--- config.mk ---
export PLATFORM = sky130hd
export DESIGN_NAME = hazard_stall_ctrl_flat
export DESIGN_NICKNAME = d
export VERILOG_FILES = /design/src/rtl/hazard_stall_ctrl_pkg.sv /design/src/rtl/hazard_stall_ctrl_if.sv /design/src/rtl/hazard_stall_ctrl_sat_counter.sv /design/src/rtl/hazard_stall_ctrl.sv /design/src/flat_wrapper.sv
export SDC_FILE = /design/constraint.sdc
export NUM_CORES = 1
export LEC_CHECK = 0
export BUFFER_PORTS_ARGS = -buffer_cell sky130_fd_sc_hd__buf_2
export CAP_MARGIN = 20
export CORE_UTILIZATION = 56
export CTS_CLUSTER_DIAMETER = 150
export DETAILED_ROUTE_END_ITERATION = 6
export HOLD_SLACK_MARGIN = 0.15
export PLACE_DENSITY = 0.87
export SLEW_MARGIN = 20
export SYNTH_ARGS = -nofsm -noshare
export SYNTH_HDL_FRONTEND = slang
export SYNTH_HIERARCHICAL = 1
export SYNTH_SLANG_ARGS = --single-unit
--- constraint.sdc ---
create_clock -name clk -period 5.9 [get_ports clk]
set_input_delay 0.59 -clock clk [delete_from_list [all_inputs] [get_ports clk]]
set_output_delay 0.59 -clock clk [all_outputs]
set_load 0.02 [all_outputs]
--- src/rtl/hazard_stall_ctrl_pkg.sv ---
// hazard_stall_ctrl_pkg: shared constants for the load-use / memory-wait stall sequencer
package hazard_stall_ctrl_pkg;
    localparam int REG_AW = 5;
    localparam logic [1:0] ST_RUN      = 2'd0;
    localparam logic [1:0] ST_LU       = 2'd1;
    localparam logic [1:0] ST_MEM_WAIT = 2'd2;
    // sll $0,$0,0 is what ID/EX receives when a bubble is inserted
    localparam logic [31:0] NOP_INSTR  = 32'h0000_0000;
endpackage

--- src/rtl/hazard_stall_ctrl_if.sv ---
// hazard_stall_ctrl_if: pipeline-side hazard inputs and stall/freeze controls
interface hazard_stall_ctrl_if #(
    parameter int REG_AW = hazard_stall_ctrl_pkg::REG_AW,
    parameter int PERF_W = 32
);
    logic [REG_AW-1:0] id_rs;
    logic [REG_AW-1:0] id_rt;
    logic              id_use_rs;
    logic              id_use_rt;
    logic [REG_AW-1:0] ex_rd;
    logic              ex_mem_read;
    logic              mem_req;
    logic              mem_ready;
    logic              exc_flush;
    logic              pc_stall;
    logic              ifid_stall;
    logic              idex_bubble;
    logic              pipe_freeze;
    logic              load_use1;
    logic              load_use2;
    logic              mem_timeout;
    logic [PERF_W-1:0] stall_cycles;
    modport slave (
        input  id_rs, id_rt, id_use_rs, id_use_rt, ex_rd, ex_mem_read, mem_req, mem_ready, exc_flush,
        output pc_stall, ifid_stall, idex_bubble, pipe_freeze, load_use1, load_use2, mem_timeout, stall_cycles
    );
    modport master (
        output id_rs, id_rt, id_use_rs, id_use_rt, ex_rd, ex_mem_read, mem_req, mem_ready, exc_flush,
        input  pc_stall, ifid_stall, idex_bubble, pipe_freeze, load_use1, load_use2, mem_timeout, stall_cycles
    );
endinterface

--- src/rtl/hazard_stall_ctrl_sat_counter.sv ---
// sat_counter: synchronous-clear up counter that sticks at all-ones
module sat_counter #(
    parameter int PERF_W = 32
) (
    input  logic              clk,
    input  logic              i_clr,
    input  logic              i_inc,
    output logic [PERF_W-1:0] o_cnt
);
    logic [PERF_W-1:0] r_cnt;
    always_ff @(posedge clk) begin
        r_cnt <= i_clr ? '0 : (i_inc & ~&r_cnt) ? r_cnt + 1'b1 : r_cnt;
    end
    assign o_cnt = r_cnt;
endmodule

--- src/rtl/hazard_stall_ctrl.sv ---
// hazard_stall_ctrl: load-use bubble, memory-wait freeze and flush sequencer with stall counter
module hazard_stall_ctrl #(
    parameter int REG_AW   = hazard_stall_ctrl_pkg::REG_AW,
    parameter int PERF_W   = 32,
    parameter int MAX_WAIT = 16
) (
    input logic                clk,
    input logic                rst,
    hazard_stall_ctrl_if.slave bus
);
    import hazard_stall_ctrl_pkg::*;
    localparam int WW = $clog2(MAX_WAIT + 1);
    localparam logic [WW-1:0] W_MAX = WW'(MAX_WAIT);
    logic [1:0]        r_state;
    logic [1:0]        w_state_n;
    logic [WW-1:0]     r_wait;
    logic [WW-1:0]     w_wait_n;
    logic              r_timeout;
    logic [REG_AW-1:0] w_rs;
    logic [REG_AW-1:0] w_rt;
    logic [REG_AW-1:0] w_rd;
    logic              w_hz1;
    logic              w_hz2;
    logic              w_mwait;
    logic              w_active;
    logic              w_freeze;
    logic              w_lu;
    logic              w_stall;
    // every frozen cycle counts as a wait cycle, including the one that enters MEM_WAIT
    always_comb begin
        w_rs      = bus.id_rs;
        w_rt      = bus.id_rt;
        w_rd      = bus.ex_rd;
        w_hz1     = bus.ex_mem_read & (|w_rd) & bus.id_use_rs & (w_rs == w_rd);
        w_hz2     = bus.ex_mem_read & (|w_rd) & bus.id_use_rt & (w_rt == w_rd);
        w_mwait   = bus.mem_req & ~bus.mem_ready;
        w_active  = ~rst & ~bus.exc_flush;
        w_freeze  = w_active & ((r_state == ST_MEM_WAIT) ? ~bus.mem_ready : w_mwait);
        w_lu      = w_active & ~w_freeze & (r_state == ST_RUN) & (w_hz1 | w_hz2);
        w_stall   = w_freeze | w_lu;
        w_state_n = w_freeze ? ST_MEM_WAIT : w_lu ? ST_LU : ST_RUN;
        w_wait_n  = ~w_freeze ? '0 : (r_wait == W_MAX) ? r_wait : r_wait + 1'b1;
    end
    assign bus.pc_stall    = w_stall;
    assign bus.ifid_stall  = w_stall;
    assign bus.idex_bubble = w_lu | (~rst & bus.exc_flush);
    assign bus.pipe_freeze = w_freeze;
    assign bus.load_use1   = w_lu & w_hz1;
    assign bus.load_use2   = w_lu & w_hz2;
    assign bus.mem_timeout = r_timeout & ~rst;
    always_ff @(posedge clk) begin
        if (rst) begin
            r_state   <= ST_RUN;
            r_wait    <= '0;
            r_timeout <= 1'b0;
        end else begin
            r_state   <= w_state_n;
            r_wait    <= w_wait_n;
            r_timeout <= r_timeout | (w_wait_n == W_MAX);
        end
    end
    sat_counter #(.PERF_W(PERF_W)) u_stall_cnt (
        .clk   (clk),
        .i_clr (rst),
        .i_inc (w_stall),
        .o_cnt (bus.stall_cycles)
    );
endmodule
--- src/flat_wrapper.sv ---
// flat-port wrapper written by rule: the top's interface ports become plain ports
module hazard_stall_ctrl_flat import hazard_stall_ctrl_pkg::*;
#(
    parameter int REG_AW   = hazard_stall_ctrl_pkg::REG_AW,
    parameter int PERF_W   = 32,
    parameter int MAX_WAIT = 16
)
  (clk, rst, bus_id_rs, bus_id_rt, bus_id_use_rs, bus_id_use_rt, bus_ex_rd, bus_ex_mem_read, bus_mem_req, bus_mem_ready, bus_exc_flush, bus_pc_stall, bus_ifid_stall, bus_idex_bubble, bus_pipe_freeze, bus_load_use1, bus_load_use2, bus_mem_timeout, bus_stall_cycles);
  hazard_stall_ctrl_if #(.REG_AW(REG_AW), .PERF_W(PERF_W)) bus_i ();
  input logic clk;
  input logic rst;
  input wire logic [$bits(bus_i.id_rs)-1:0] bus_id_rs;
  input wire logic [$bits(bus_i.id_rt)-1:0] bus_id_rt;
  input wire logic [$bits(bus_i.id_use_rs)-1:0] bus_id_use_rs;
  input wire logic [$bits(bus_i.id_use_rt)-1:0] bus_id_use_rt;
  input wire logic [$bits(bus_i.ex_rd)-1:0] bus_ex_rd;
  input wire logic [$bits(bus_i.ex_mem_read)-1:0] bus_ex_mem_read;
  input wire logic [$bits(bus_i.mem_req)-1:0] bus_mem_req;
  input wire logic [$bits(bus_i.mem_ready)-1:0] bus_mem_ready;
  input wire logic [$bits(bus_i.exc_flush)-1:0] bus_exc_flush;
  output wire logic [$bits(bus_i.pc_stall)-1:0] bus_pc_stall;
  output wire logic [$bits(bus_i.ifid_stall)-1:0] bus_ifid_stall;
  output wire logic [$bits(bus_i.idex_bubble)-1:0] bus_idex_bubble;
  output wire logic [$bits(bus_i.pipe_freeze)-1:0] bus_pipe_freeze;
  output wire logic [$bits(bus_i.load_use1)-1:0] bus_load_use1;
  output wire logic [$bits(bus_i.load_use2)-1:0] bus_load_use2;
  output wire logic [$bits(bus_i.mem_timeout)-1:0] bus_mem_timeout;
  output wire logic [$bits(bus_i.stall_cycles)-1:0] bus_stall_cycles;
  assign bus_i.id_rs = bus_id_rs;
  assign bus_i.id_rt = bus_id_rt;
  assign bus_i.id_use_rs = bus_id_use_rs;
  assign bus_i.id_use_rt = bus_id_use_rt;
  assign bus_i.ex_rd = bus_ex_rd;
  assign bus_i.ex_mem_read = bus_ex_mem_read;
  assign bus_i.mem_req = bus_mem_req;
  assign bus_i.mem_ready = bus_mem_ready;
  assign bus_i.exc_flush = bus_exc_flush;
  assign bus_pc_stall = bus_i.pc_stall;
  assign bus_ifid_stall = bus_i.ifid_stall;
  assign bus_idex_bubble = bus_i.idex_bubble;
  assign bus_pipe_freeze = bus_i.pipe_freeze;
  assign bus_load_use1 = bus_i.load_use1;
  assign bus_load_use2 = bus_i.load_use2;
  assign bus_mem_timeout = bus_i.mem_timeout;
  assign bus_stall_cycles = bus_i.stall_cycles;
  hazard_stall_ctrl #(.REG_AW(REG_AW), .PERF_W(PERF_W), .MAX_WAIT(MAX_WAIT)) u_core (.clk(clk), .rst(rst), .bus(bus_i));
endmodule
# == Word-level counts from Yosys, hierarchy flattened ==
# Cells that the tools add are included.
# totals
wordCells,46
inputBits,23
reg_bits,40
# op_classes
bitwise,24
n_addsub,2
eq_ne,5
n_reduce_logical,5
muxes,5
# ops
cell,n
"32-bit by 1-bit adder with 32-bit output, second input constant",1
32-bit AND reduction,1
1-bit AND,16
5-bit == test,2
"5-bit == test, second input constant",2
5-bit 2-to-1 mux,2
"5-bit by 1-bit adder with 5-bit output, second input constant",1
5-bit OR reduction,1
1-bit inverter,4
1-bit OR,4
"2-bit == test, second input constant",1
2-bit zero test,1
1-bit 2-to-1 mux,2
2-bit 2-to-1 mux,1
2-bit OR reduction,1
1-bit zero test,1

# == Longest topological paths before layout ==
# Gate-level depths: netlist (run 1).
# logic_depth
ltp_word,10
mapped_depth,9
mapped_depth_nobuf,9

# == Modules after synthesis ==
# Netlist (run 1), hierarchy kept.
# by_module_without_submodules
mod,seq_area_each_um2,cells_each,n_inst,area_each_um2
sat_counter,640.6,191,1,1721.7
hazard_stall_ctrl,160.2,70,1,554.3

# == Worst setup path after synthesis (run 1) ==
# No wires, ideal clock.
# synth_path
kind,input -> register
from,input port rst
to,"register u_core.u_stall_cnt.r_cnt[26], in the netlist u_core/u_stall_cnt/o_cnt[26]"
stages,9
path_buffers,0
arrival_ns,2.926
path_slack_ns,2.846
path_cell_list,or4b_1 -> nor3_2 -> nand4_1 -> nand3_1 -> and4_4 -> nand4_4 -> a2111oi_4 -> xnor2_1 -> nor2_1
# synth_between
elab_chain_len,9
# synth_rtl
element,line_no,source
"start, declared",flat_wrapper.sv:11,input logic rst;
1-bit inverter *,hazard_stall_ctrl.sv:37,w_active = ~rst & ~bus.exc_flush;
1-bit AND *,hazard_stall_ctrl.sv:37,
1-bit AND,hazard_stall_ctrl.sv:38,w_freeze = w_active & ((r_state == ST_MEM_WAIT) ? ~bus.mem_ready : w_mwait);
1-bit inverter,hazard_stall_ctrl.sv:39,w_lu = w_active & ~w_freeze & (r_state == ST_RUN) & (w_hz1 | w_hz2);
1-bit AND (3 in series),hazard_stall_ctrl.sv:39,
1-bit OR *,hazard_stall_ctrl.sv:40,w_stall = w_freeze | w_lu;
net bus_ifid_stall,flat_wrapper.sv:22,output wire logic [$bits(bus_i.ifid_stall)-1:0] bus_ifid_stall;
1-bit AND *,hazard_stall_ctrl_sat_counter.sv:12,r_cnt <= i_clr ? '0 : (i_inc & ~&r_cnt) ? r_cnt + 1'b1 : r_cnt;
"end signal, assigned",hazard_stall_ctrl_sat_counter.sv:12,
"end, declared",hazard_stall_ctrl_sat_counter.sv:10,logic [PERF_W-1:0] r_cnt;
# Mark *: on every way through the listed nets, which the timed path passes. The rest lies on a longest branch.
# A chain may end at the register's enable or synchronous reset.

# == Final worst setup path (run 1) ==
# layout_path
from,input port rst
to,"register u_core.u_stall_cnt.r_cnt[26], in the netlist u_core/u_stall_cnt/o_cnt[26]"
# layout_between
elab_chain_len,9
# layout_rtl
element,line_no
1-bit inverter,hazard_stall_ctrl.sv:37
1-bit AND,hazard_stall_ctrl.sv:37
1-bit AND,hazard_stall_ctrl.sv:38
1-bit inverter,hazard_stall_ctrl.sv:39
1-bit AND (3 in series),hazard_stall_ctrl.sv:39
1-bit OR,hazard_stall_ctrl.sv:40
1-bit AND,hazard_stall_ctrl_sat_counter.sv:12
# Parallel ways exist; a longest one is shown, timed or not.

==> results of run 1 <==
routing by layer:
layer  vias to the layer above  part of all wire, %
li1                       1066                    -
met1                      1005                   46
met2                        42                   48
met3                         5                  5.4
met4                         0                 0.90
met5                         -                    0
synthesized netlist by cell type, drive strengths merged (2+ instances only):
cell / number / area (sq um)
buf: 6 / 45.0
nor3: 5 / 30.0
o311ai: 3 / 51.3
nor2: 22 / 90.1
nor4b: 2 / 30.0
ha: 3 / 37.5
nand4: 10 / 98.8
xnor2: 13 / 114
nor4: 2 / 12.5
o21ai: 17 / 85.1
and2: 6 / 37.5
a211oi: 4 / 30.0
o31ai: 5 / 51.3
xor2: 13 / 114
or3: 17 / 106
nor2b: 2 / 12.5
and4: 9 / 82.6
nand2: 17 / 66.3
or4: 2 / 15.0
and3: 4 / 25.0
inv: 10 / 37.5
clkbuf: 4 / 15.0
a21oi: 20 / 100
dfxtp: 40 / 801
nand3: 14 / 70.1
critical path, delay by kind of cell:
family / cells / cell delay [ns]
simple gates: 7 / 1.98
compound gates: 1 / 0.39
buf+inv: 1 / 0.30
xor+xnor: 1 / 0.17
power by group:
part	leakage [nW]	switching, mW	total, mW	internal (mW)
clock network	0.0455	0.0872	0.182	0.0953
registers	0.322	0.000835	0.271	0.271
logic	0.731	0.0158	0.0284	0.0126
total	1.10	0.104	0.482	0.379
cells by family after synthesis:
family                   count (synthesis)
flip-flops                              40
XOR/XNOR                                26
AO/OA/AOI/OAI                           53
multiplexers                             1
buffers and inverters                   20
adder cells (fa/ha/maj)                  3
AND/OR/NAND/NOR                        118
worst paths after layout:
path / end / slack (ns) / depth (start not counted)
worst min register to register: u_core/u_stall_cnt/o_cnt[27] / 0.50 / 2
worst max register to register: u_core/u_stall_cnt/o_cnt[26] / 3.03 / 9
worst min-delay path: u_core/u_stall_cnt/o_cnt[27] / 0.50 / 2
worst max-delay path: u_core/u_stall_cnt/o_cnt[26] / 2.62 / 10
state kept, by name, summed over array words and instances (netlist names):
register	flops
u_core/r_state	2
u_core/r_timeout	1
u_core/r_wait	5
u_core/u_stall_cnt/o_cnt	32
area by class of cell:
class,count,share of cell area (%)
sequential,40,29.9
multi-input combinational,201,51.4
timing repair buffer,62,11.7
tap,48,2.24
inverter,10,1.40
clock buffer,8,3.36
through the flow:
step	setup WS, ns	instance area [sq um]	utilization (%)	hold slack, ns
after floorplan	2.85	2280	-	0.519
after global placement	2.46	2590	68.6	0.471
after detailed placement	2.30	2590	68.6	0.491
after CTS	2.62	2680	71.0	0.502
after global routing	2.44	2680	71.0	0.528
final	2.62	2680	71.0	0.500
==> out/metrics.cfg, run 1 <==
[outcome]
outcome = completed

[die]
initial_core_util_pct = 60.4
fp-row-count = 22
die_w_um = 65.8
die_h_um = 65.8
io_pins = 62
fp.dieArea_sq_um = 4320
core_area_sq_um = 3770

[clock_network]
hold_buffers = 0
path_clk_slew_ns = 0.07
clock-sinks = 40
worstSkewPairLatency_ns = 0.29
htreeDepth = 2
cts.path.max_buffers = 2
clock-root-buffer = clkbuf_8
tritoncts = yes
cts_resized = 0
cts_buffers = 5
post-cts-setup-buffers = 0

[place]
dpl.cell_count = 361
hpwl_um = 3560
numPortBuffers = 61
gp_congestion = 0.884

[logic_synthesis]
postSynthCellCount = 261
syn_area_per_cell_sq_um = 8.72
synth_top_family_by_area = simple AND/OR/NAND/NOR gates
async_flop_share_pct = 0
ys_types = 50
synth_edf_count = 0
synth_compound_area_share_pct = 16.5
synth_xor_area_share_pct = 10.0
seq_area_frac_synth_pct = 35.2
synth_flop_cell = dfxtp_1
syn_area_sq_um = 2280
synthMuxAreaShare_pct = 0.495
yosys.area_share.simple_pct = 31.9
ys_warn_count = 6
synthAdderAreaFrac_pct = 1.65
syn_nets = 287
synth-seq-cells = 40

[worst_setup_path]
crit_slowest_cell = or4b_1
crit_arrival_ns = 3.43
cp_slowest_stage_delay_ns = 0.60
cp-end-kind = flip-flop
worstSetupPathType = input port to flip-flop
cp_max_fo = 36
path_cells = buf_2 -> or4b_1 -> nor3_2 -> nand4_1 -> nand3_1 -> and4_4 -> nand4_4 -> a2111oi_4 -> xnor2_1 -> nor2_1
crit_required_ns = 6.06
crit_start = rst
r2r-start = u_core/r_state[0]
cp-start-kind = input port

[global_route]
antenna_found_initial = 0
grt_pass1_vias = 1822
grt_busiest_layer = met2
grt-ovfl-total = 0
use_met2_pct = 40.9
grt_max_degree = 37
met1_usage_pct = 27.5
grt_pass1_wl_um = 7810
grt.met3_usage_pct = 7.12
grt_use_total_pct = 23.4

[worst_hold_path]
min_path_type = flip-flop to flip-flop
hp-start = u_core/u_stall_cnt/o_cnt[27]

[timing]
slew_viol_final = 0
period_minus_slack_ns = 3.28
setup_viol = 0
finalHoldViolations = 0
worst_pin_slew_ns = 0.617
final.setup.tns_ns = 0
fmax_mhz = 305
clock_skew_ns = 0.00428
slew_headroom_pct = 58.9
rsz0062_at_grt = no
fin_crit_sh_pct = 55.6

[cells_and_area]
fill_cells = 294
multi_input_area_sq_um = 1380
final_cell_mix = buf_2 (61), dfxtp_1 (40), nor2_1 (21)
regArea_sq_um = 801
layout_commonest_cell = buf_2
n_antenna_cell = 0
areaGrowthSynthToFinish_pct = 17.7
fin_cells = 369
fin_nets = 346
drive_above_1_share_pct = 26.8

[run]
max-cap-violations = 0

[route]
drt_iter0_drc = 121
drc = 0
via_per_inst = 5.74
wl_per_cell_um = 13.0
ant_nets = 0
vias = 2118
wl_um = 4800
drtPass1Iterations = 4

[pwr]
power.leakage_nw = 1.10
power_mw = 0.482
powerDensity_nw_per_um2 = 180
ir_drop_uv = 218

Note: power is estimated with default switching activity, not from simulation.
==> run 2, diff against run 1 <==
CORE_UTILIZATION = 47   (was 56)
PLACE_DENSITY = 0.79   (was 0.87)
clock period = 3 ns   (was 5.9 ns; I/O delays follow)
==> run 2 against run 1 <==
Register-to-register slack got worse by 2.7 ns. Sequential share of layout area fell by 0.75 points. Largest power group unchanged. Design area rose by 2.6%. Combinational power rose by 110%. Core utilization fell by 10 points. Clock-buffer cell count fell by 3. Largest cell class unchanged. Die area rose by 19%. Highest routed layer unchanged. Clock power rose by 140%. Routed wire length rose by 8.7%.
==> out/metrics.cfg, run 2 (synthesis gave the netlist of run 1 again) <==
[global_route]
grt_use_total_pct = 21.0  ; was 23.4%
antenna_found_initial = 0  ; unchanged
grt-ovfl-total = 0  ; unchanged
grt_pass1_vias = 2056  ; was 1822
grt_max_degree = 36  ; was 37
grt_pass1_wl_um = 8670  ; was 7810 um

[clock_network]
clock-root-buffer = clkbuf_8  ; unchanged
cts.path.max_buffers = 2  ; unchanged
cts_resized = 0  ; unchanged
hold_buffers = 0  ; unchanged
htreeDepth = 2  ; unchanged
worstSkewPairLatency_ns = 0.29  ; about the same
path_clk_slew_ns = 0.08  ; was 0.07 ns
cts_buffers = 5  ; unchanged
clock-sinks = 40  ; unchanged
tritoncts = yes  ; unchanged
post-cts-setup-buffers = 0  ; unchanged

[route]
wl_um = 5220  ; was 4800 um
drtPass1Iterations = 4  ; unchanged
vias = 2130  ; was 2118
drc = 0  ; unchanged
wl_met3_um = 176  ; was 258 um
via_per_inst = 5.63  ; was 5.74
wl_met2_um = 2570  ; was 2310 um
wl_per_cell_um = 13.8  ; was 13.0 um
maxUsedRoutingLayer = met4  ; unchanged
met1_length_um = 2380  ; was 2190 um
drt_iter0_drc = 135  ; was 121
ant_nets = 0  ; unchanged

[cells_and_area]
fin_nets = 351  ; was 346
areaGrowthSynthToFinish_pct = 20.7  ; was 17.7%
layout_commonest_cell = buf_2  ; unchanged
largest_reg_flops = 32  ; unchanged
final_cell_mix = buf_2 (61), dfxtp_1 (40), nor2_1 (21)  ; unchanged
drive_above_1_share_pct = 28.8  ; was 26.8%
n_antenna_cell = 0  ; unchanged

[timing]
clock_skew_ns = 0.00765  ; was 0.00428 ns
period_minus_slack_ns = 2.62
worst_pin_slew_ns = 0.855  ; was 0.617 ns
fmax_mhz = 382
fin_crit_sh_pct = 87.4
finalHoldViolations = 0  ; unchanged
slew_viol_final = 0  ; unchanged
rsz0062_at_grt = no  ; unchanged
slew_headroom_pct = 42.6  ; was 58.9%
setup_viol = 0  ; unchanged
final.setup.tns_ns = 0  ; unchanged
final.setup.worst_slack_ns = 0.379  ; was 2.62 ns

[die]
io_pins = 62  ; unchanged
die_w_um = 71.6  ; was 65.8 um
fp.dieArea_sq_um = 5120  ; was 4320 sq um
die_h_um = 71.6  ; was 65.8 um
core_area_sq_um = 4500  ; was 3770 sq um
initial_core_util_pct = 50.5  ; was 60.4%
fp-row-count = 24  ; was 22

[worst_setup_path]
crit_slowest_cell = or4b_1  ; unchanged
cp.depth = 9  ; was 10
crit_buf_inv = 1  ; unchanged
cp_max_fo = 8  ; was 36
crit_end = u_core/u_stall_cnt/o_cnt[31]  ; was u_core/u_stall_cnt/o_cnt[26]
cp_slowest_stage_delay_ns = 0.49  ; was 0.60 ns
path_cells = or4b_1 -> nor3_2 -> nand4_1 -> nand3_1 -> buf_4 -> and4_1 -> o2111ai_2 -> or3_1 -> a21oi_1  ; was buf_2 -> or4b_1 -> nor3_2 -> nand4_1 -> nand3_1 -> and4_4 -> nand4_4 -> a2111oi_4 -> xnor2_1 -> nor2_1
cp-end-kind = flip-flop  ; unchanged
crit_required_ns = 3.21  ; was 6.06 ns
r2r-start = u_core/r_state[0]  ; unchanged
path_delay_family = simple AND/OR/NAND/NOR gates  ; unchanged
r2r_setup_slack_ns = 0.38  ; was 3.03 ns
cp-start-kind = flip-flop  ; was input port
crit_start = u_core/r_state[0]  ; was rst
worstSetupPathType = flip-flop to flip-flop  ; was input port to flip-flop
crit_arrival_ns = 2.83  ; was 3.43 ns
reg2reg_depth = 9  ; unchanged
r2r_end = u_core/u_stall_cnt/o_cnt[31]  ; was u_core/u_stall_cnt/o_cnt[26]

[worst_hold_path]
min_path_type = input port to flip-flop  ; was flip-flop to flip-flop

[place]
gp_congestion = 0.883  ; was 0.884
hpwl_um = 3900  ; was 3560 um
numPortBuffers = 61  ; unchanged
pre_cts_ws_ns = 0.275  ; was 2.30 ns

[pwr]
ir_drop_uv = 233  ; was 218 uV
power.leakage_nw = 1.13  ; was 1.10 nW
powerDensity_nw_per_um2 = 374  ; was 180 nW/um^2

[outcome]
outcome = completed  ; unchanged

[run]
max-cap-violations = 0  ; unchanged

run 2: changes by cell type in the layout (fill, tap and decap cells not counted), sizes merged:
| cell | previous run | this run |
|---|---|---|
| bufinv | 0 | 1 |
| clkinvlp | 0 | 1 |
| buf | 62 | 67 |
| clkbuf | 8 | 5 |
| clkinv | 0 | 1 |
run 2: tightest hold or removal path: stages:
cell	delay, ns
buf_2	0.09
o21ai_1	0.10
buf_4	0.17
inv_1	0.04
run 2: stage by stage:
step / cells / utilization (%) / power, mW / hold WS, ns / area (sq um)
after global routing: 378 / 61.0 / 1.07 / 0.426 / 2750
after CTS: 378 / 61.0 / 1.04 / 0.407 / 2750
final: 378 / 61.0 / 1.03 / 0.428 / 2750
after detailed placement: 370 / 58.5 / 0.605 / 0.492 / 2640
after global placement: 370 / 58.5 / 0.604 / 0.478 / 2640
after floorplan: 261 / - / 0.576 / 0.369 / 2280
run 2: cell type report:
| cell class | count | area, sq um |
|---|---|---|
| inverters | 10 | 37.5 |
| well taps | 52 | 65.1 |
| fillers | 408 | 1760 |
| multi-input cells | 201 | 1380 |
| clock buffers | 5 | 68.8 |
| clock inverters | 3 | 42.5 |
| flip-flops and latches | 40 | 801 |
| repair buffers | 67 | 350 |
run 2: metal layers:
metal	vias up	global-route usage, %
met4	0	8.71
li1	1081	-
met3	10	4.22
met2	39	37.2
met5	-	0
met1	1000	24.8
run 2: how the worst min path moves through the flow:
| stage | start | to | slack [ns] | cells past startpoint |
|---|---|---|---|---|
| floorplan | rst | u_core/u_stall_cnt/o_cnt[21] | 0.37 | 1 |
| global placement | u_core/u_stall_cnt/o_cnt[15] | u_core/u_stall_cnt/o_cnt[15] | 0.48 | 2 |
| detailed placement | u_core/u_stall_cnt/o_cnt[15] | u_core/u_stall_cnt/o_cnt[15] | 0.49 | 2 |
| CTS | bus_mem_req | u_core/r_state[1] | 0.41 | 4 |
| global route | bus_mem_req | u_core/r_state[1] | 0.43 | 4 |
| finish | bus_mem_req | u_core/r_state[1] | 0.43 | 4 |
run 2: report_power, final:
group | total, mW | internal [mW] | switching (mW)
Sequential | 0.533 | 0.532 | 0.00153
Combinational | 0.0600 | 0.0266 | 0.0334
Clock | 0.433 | 0.246 | 0.187
Total | 1.03 | 0.805 | 0.222
